===== src/rtl/ponteh_ctrl.sv =====
// ponteh_ctrl: PWM H-bridge controller driven by a small register-write bus.
// A 2-bit register select (RGT) and a 2-bit value (VLR) program the rotation
// direction and the duty level. The block drives two bridge-leg enables:
// SH (clockwise) and SA (counter-clockwise).
// FR is an asynchronous brake input; it is synchronised and forces both legs off.
// Optional feature macro: PONTEH_DEADTIME_EN. When defined, a change of direction
// inserts DEAD_CYCLES cycles with both legs off. When undefined, a direction
// change takes effect on the next edge.
module ponteh_ctrl #(
  parameter int PWM_STEP    = 1,
  parameter int DEAD_CYCLES = 2
) (
  input  logic       CLK,
  input  logic       RST,
  input  logic [1:0] RGT,
  input  logic [1:0] VLR,
  input  logic       FR,
  output logic       SA,
  output logic       SH
);

  localparam int PERIOD = 3 * PWM_STEP;
  localparam int CW     = $clog2(PERIOD);
  localparam int TW     = CW + 2;
  localparam logic [CW-1:0] CNT_LAST  = CW'(PERIOD - 1);
  localparam logic [3:0]    DEAD_LOAD = 4'(DEAD_CYCLES);

  localparam logic [1:0] REG_NONE = 2'b00;
  localparam logic [1:0] REG_DIR  = 2'b01;
  localparam logic [1:0] REG_DUTY = 2'b10;
  localparam logic [1:0] REG_STOP = 2'b11;

  localparam logic [1:0] DIR_CW  = 2'b01;
  localparam logic [1:0] DIR_CCW = 2'b10;

  logic [1:0]    dir_r;
  logic [1:0]    duty_r;
  logic [CW-1:0] cnt_r;
  logic          brk_meta_r;
  logic          brk_sync_r;
  logic          sa_r;
  logic          sh_r;

  logic [1:0]    dir_n_s;
  logic [1:0]    duty_n_s;
  logic          dir_wr_s;
  logic [TW-1:0] thr_s;
  logic          pwm_on_s;
  logic          dead_ok_s;

  // Decode the bus write into the post-write register values used by this edge
  always_comb begin
    dir_n_s  = dir_r;
    duty_n_s = duty_r;
    dir_wr_s = 1'b0;
    case (RGT)
      REG_NONE: begin
        dir_n_s  = dir_r;
        duty_n_s = duty_r;
      end
      REG_DIR: begin
        dir_n_s  = VLR;
        dir_wr_s = 1'b1;
      end
      REG_DUTY: begin
        duty_n_s = VLR;
      end
      REG_STOP: begin
        dir_n_s  = 2'b00;
        duty_n_s = 2'b00;
      end
      default: begin
        dir_n_s  = dir_r;
        duty_n_s = duty_r;
      end
    endcase
  end

  // PWM comparison against the new duty so a duty write acts on the same edge
  always_comb begin
    thr_s    = TW'(duty_n_s) * TW'(PWM_STEP);
    pwm_on_s = (TW'(cnt_r) < thr_s);
  end

  // Direction and duty registers
  always_ff @(posedge CLK or posedge RST) begin
    if (RST) begin
      dir_r  <= 2'b00;
      duty_r <= 2'b00;
    end else begin
      dir_r  <= dir_n_s;
      duty_r <= duty_n_s;
    end
  end

  // Free-running PWM counter; writes never realign the period
  always_ff @(posedge CLK or posedge RST) begin
    if (RST) begin
      cnt_r <= {CW{1'b0}};
    end else if (cnt_r == CNT_LAST) begin
      cnt_r <= {CW{1'b0}};
    end else begin
      cnt_r <= cnt_r + CW'(1);
    end
  end

  // Two-flop synchroniser for the asynchronous brake request
  always_ff @(posedge CLK or posedge RST) begin
    if (RST) begin
      brk_meta_r <= 1'b0;
      brk_sync_r <= 1'b0;
    end else begin
      brk_meta_r <= FR;
      brk_sync_r <= brk_meta_r;
    end
  end

`ifdef PONTEH_DEADTIME_EN
  logic [3:0] dead_r;
  logic [3:0] dead_n_s;

  // Dead-time reload on a real direction change, otherwise count down to zero
  always_comb begin
    dead_n_s = dead_r;
    if (dir_wr_s && (VLR != dir_r)) begin
      dead_n_s = DEAD_LOAD;
    end else if (dead_r != 4'd0) begin
      dead_n_s = dead_r - 4'd1;
    end else begin
      dead_n_s = 4'd0;
    end
  end

  // Dead-time counter register
  always_ff @(posedge CLK or posedge RST) begin
    if (RST) begin
      dead_r <= 4'd0;
    end else begin
      dead_r <= dead_n_s;
    end
  end

  assign dead_ok_s = (dead_n_s == 4'd0);
`else
  logic unused_dead_s;
  logic unused_dirwr_s;

  assign unused_dead_s  = ^DEAD_LOAD;
  assign unused_dirwr_s = dir_wr_s;
  assign dead_ok_s      = 1'b1;
`endif

  // Registered leg enables; a single DIR value keeps the legs mutually exclusive
  always_ff @(posedge CLK or posedge RST) begin
    if (RST) begin
      sh_r <= 1'b0;
      sa_r <= 1'b0;
    end else begin
      sh_r <= (dir_n_s == DIR_CW)  & pwm_on_s & ~brk_sync_r & dead_ok_s;
      sa_r <= (dir_n_s == DIR_CCW) & pwm_on_s & ~brk_sync_r & dead_ok_s;
    end
  end

  assign SH = sh_r;
  assign SA = sa_r;

endmodule


===== config.mk =====
export PLATFORM = sky130hd
export DESIGN_NAME = ponteh_ctrl
export DESIGN_NICKNAME = d
export VERILOG_FILES = /design/src/rtl/ponteh_ctrl.sv
export SDC_FILE = /design/constraint.sdc
export NUM_CORES = 1
export LEC_CHECK = 0
export CAP_MARGIN = 20
export CORE_MARGIN = 10
export CORE_UTILIZATION = 30
export CTS_BUF_LIST = sky130_fd_sc_hd__clkbuf_4
export DETAILED_ROUTE_END_ITERATION = 10
export PLACE_DENSITY_LB_ADDON = 0.3
export SETUP_SLACK_MARGIN = 0.2
export SYNTH_ARGS = -nofsm -noshare
export SYNTH_HDL_FRONTEND = slang
export SYNTH_SLANG_ARGS = --single-unit

===== constraint.sdc =====
create_clock -name CLK -period 3.2 [get_ports CLK]
set_clock_uncertainty 0.15 [all_clocks]
set_input_delay 0.64 -clock CLK [delete_from_list [all_inputs] [get_ports CLK]]
set_output_delay 0.64 -clock CLK [all_outputs]
set_load 0.1 [all_outputs]

==> qor.csv <==
stage,metric,value,unit
drt,wl,632,um
yosys,ys_ff_latch,10,
yosys,syn_inst,32,
drt,ant_nets,0,
clock_network,clock_path_buffers,2,
worst_hold_path,hold_path_depth,0,
worst_setup_path,r2r_cells,6,
place,place.gp.congestion,0.6910,
yosys,ys_seq_area_share,63.29,%
worst_hold_path,whs_endpoint,brk_sync_r,
yosys,ys_async_sr_fraction,100.0,%
floorplanning,core.rowCount,13,
global_route,grt_pass1_wl,1179,um
floorplanning,die_x,56.31,um
worst_setup_path,r2r_end,SH,
sta,final_hold_viol_count,0,
clock_network,h-tree-depth,1,
sta,post-route-min-period,2.329,ns
worst_setup_path,cp_num_buf_inv,1,
yosys,yosys_warnings,0,
pwr,power_density,479.8,nW/um^2
global_route,grt_pass1_vias,282,
sta,layout_setup_ws,0.8715,ns
clock_network,cts-root-buf,clkbuf_4,
drt,num_vias,253,
yosys,synth_edf_count,0,
flow_run,cap_violations,0,
sta,rsz0062_at_grt,no,
drt,initialDrtViolationCount,8,
global_route,gr-usage-met1,4.035,%
worst_setup_path,cp.arrival,2.36,ns
sta,maxClockFrequency,429.5,MHz
place,hpwl,539.7,um
yosys,yosysTopAreaCell,dfrtp_1,
place,pre_cts_ws,0.5835,ns
clock_network,postCtsSetupBuffers,0,
run_status,outcome,completed,
worst_hold_path,min_from,brk_meta_r,
clock_network,clock_sinks,10,
place,io_buffers,8,
finish,stdcell_count,59,
global_route,grt_max_degree,11,
pwr,cellLeakagePower,0.2514,nW
sta,setup_tns,0,ns
floorplanning,die-area,3170,um^2
floorplanning,die_h,56.31,um
yosys,synth_cell_type_count,13,
yosys,synth_top_area_share,63.29,%
clock_network,cts_hold_buf,0,
worst_setup_path,crit_chain,"clkdlybuf4s50_1, nand3b_1, o21a_1, ha_1, a211o_1, a31o_1, nor3b_2",
yosys,synth_fp_nets,40,
global_route,grt_use_met3,2.697,%
global_route,gr-usage-met2,8.558,%
sta,slew_headroom,75.88,%
worst_setup_path,critPathSlowestCell,clkdlybuf4s50_1,
worst_setup_path,r2r-start,duty_r[1],
worst_setup_path,startpoint_type,primary input,
place,dpl.cell_count,55,
pwr,ir_drop,0.1955,mV
floorplanning,initial_core_util,31.16,%
drt,wl_per_cell,10.71,um
clock_network,cts_resized,0,
global_route,grtUsageTotal,4.693,%
finish,final_nets,53,
drt,dr.pass1.iters,2,
worst_setup_path,worstPathRequired,3.23,ns
clock_network,cts_made_buffers,3,
global_route,grt-busiest-layer,met2,
yosys,synth_commonest_cells,"dfrtp_1, inv_1, nor2b_1",
finish,num-fill-cells,130,
worst_setup_path,slowest_delay,0.46,ns
clock_network,clock_latency,0.25,ns
worst_hold_path,hold_path.class,flip-flop to flip-flop,
worst_setup_path,crit_family,compound AO/OA/AOI/OAI gates,
drt,avgViaCountPerCell,4.288,
floorplanning,num_io_pins,9,
yosys,synth_area_leaders,"dfrtp_1, nor2b_1, nor3b_2",
global_route,antenna_found_initial,0,
yosys,synth_flop_cell,dfrtp_1,
yosys,syn_area_per_cell,12.36,um^2
sta,setup_viol,0,
sta,drv_slew,0,
finish,area_delta_synth_final,30.38,%
drt,drcViolationCount,0,
worst_setup_path,cp_max_fo,5,
worst_setup_path,ff2ff_setup_slack,1.49,ns
worst_setup_path,path_class,primary input to flip-flop,
clock_network,tritoncts,done,
yosys,synth_area,395.4,um^2
yosys,yosysMostFrequentCell,dfrtp_1,
floorplanning,core-area,1269,um^2
sta,post-route-period-util,72.77,%
finish,drive_gt1_share,15.91,%
clock_network,path_clk_slew,0.06,ns
sta,worst_slew_pin_slew,0.3615,ns
finish,diodes,0,
worst_setup_path,cp-end-kind,flip-flop,
global_route,grt.overflow.total,0,
## logic make-up (layout without fill, tap and decap cells)
kind of cell / Yosys count / count (layout) / synth area share [%]
adders and majority gates: 1 / 1 / 3.164
DFF: 10 / 10 / 63.29
AOI/OAI and AO/OA: 5 / 5 / 8.862
buffers and inverters: 5 / 17 / 4.747
and+or+nand+nor: 11 / 11 / 19.93
## per-layer routing
metal,up-vias,wire length [um]
met1,122,241
li1,129,-
met4,0,0
met2,2,368
met5,-,0
met3,0,22
## where the power goes
part	leakage (nW)	switching [mW]	internal, mW
registers	0.127	0.00133	0.132
logic	0.109	0.0163	0.0134
clock network	0.0154	0.0393	0.0449
## stage by stage
| step | cell area (um^2) | util [%] | hold WS (ns) | power, mW |
|---|---|---|---|---|
| 2_1_floorplan | 395.4 | - | 0.1812 | 0.1535 |
| 3_3_place_gp | 489.2 | 38.56 | 0.1855 | 0.1652 |
| 3_5_place_dp | 489.2 | 38.56 | 0.1863 | 0.1663 |
| 4_1_cts | 515.5 | 40.63 | 0.2008 | 0.2519 |
| 5_1_grt | 515.5 | 40.63 | 0.2087 | 0.2656 |
| 6_report | 515.5 | 40.63 | 0.1987 | 0.2474 |
## flip-flops by register name, indices dropped and copies added (netlist names)
name / count
SA: 1
dir_r: 2
duty_r: 2
cnt_r: 2
brk_meta_r: 1
brk_sync_r: 1
SH: 1
## area by class of cell
| type | count | area [um^2] | share of cell area (%) |
|---|---|---|---|
| Clock buffer | 3 | 22.52 | 4.369 |
| Multi-Input combinational cell | 17 | 126.4 | 24.51 |
| Clock inverter | 1 | 3.754 | 0.7282 |
| Inverter | 5 | 18.77 | 3.641 |
| Timing Repair Buffer | 8 | 75.07 | 14.56 |
| Tap cell | 15 | 18.77 | 3.641 |
| Sequential cell | 10 | 250.2 | 48.54 |
## layout by cell type (no fill, tap or decap), drive strengths merged, types with 2 or more instances in the layout
cell type | synthesis | layout
a21oi | 2 | 2
buf | 0 | 2
clkbuf | 0 | 3
clkdlybuf4s50 | 0 | 6
dfrtp | 10 | 10
inv | 5 | 5
nand3b | 2 | 2
nor2b | 4 | 4
nor3b | 2 | 2
## how the worst max path moves through the flow
stage / startpoint / endpoint / slack (ns) / cells past startpoint
after floorplan: RGT[0] / SH / 1.16 / 6
after global routing: RGT[0] / SH / 0.76 / 7
after detailed placement: RGT[0] / SH / 0.58 / 7
after global placement: RGT[1] / SH / 0.59 / 7
final: RGT[0] / SH / 0.87 / 7
after CTS: RGT[0] / SH / 0.85 / 7
No activity file was read; power rests on OpenSTA's default activity.
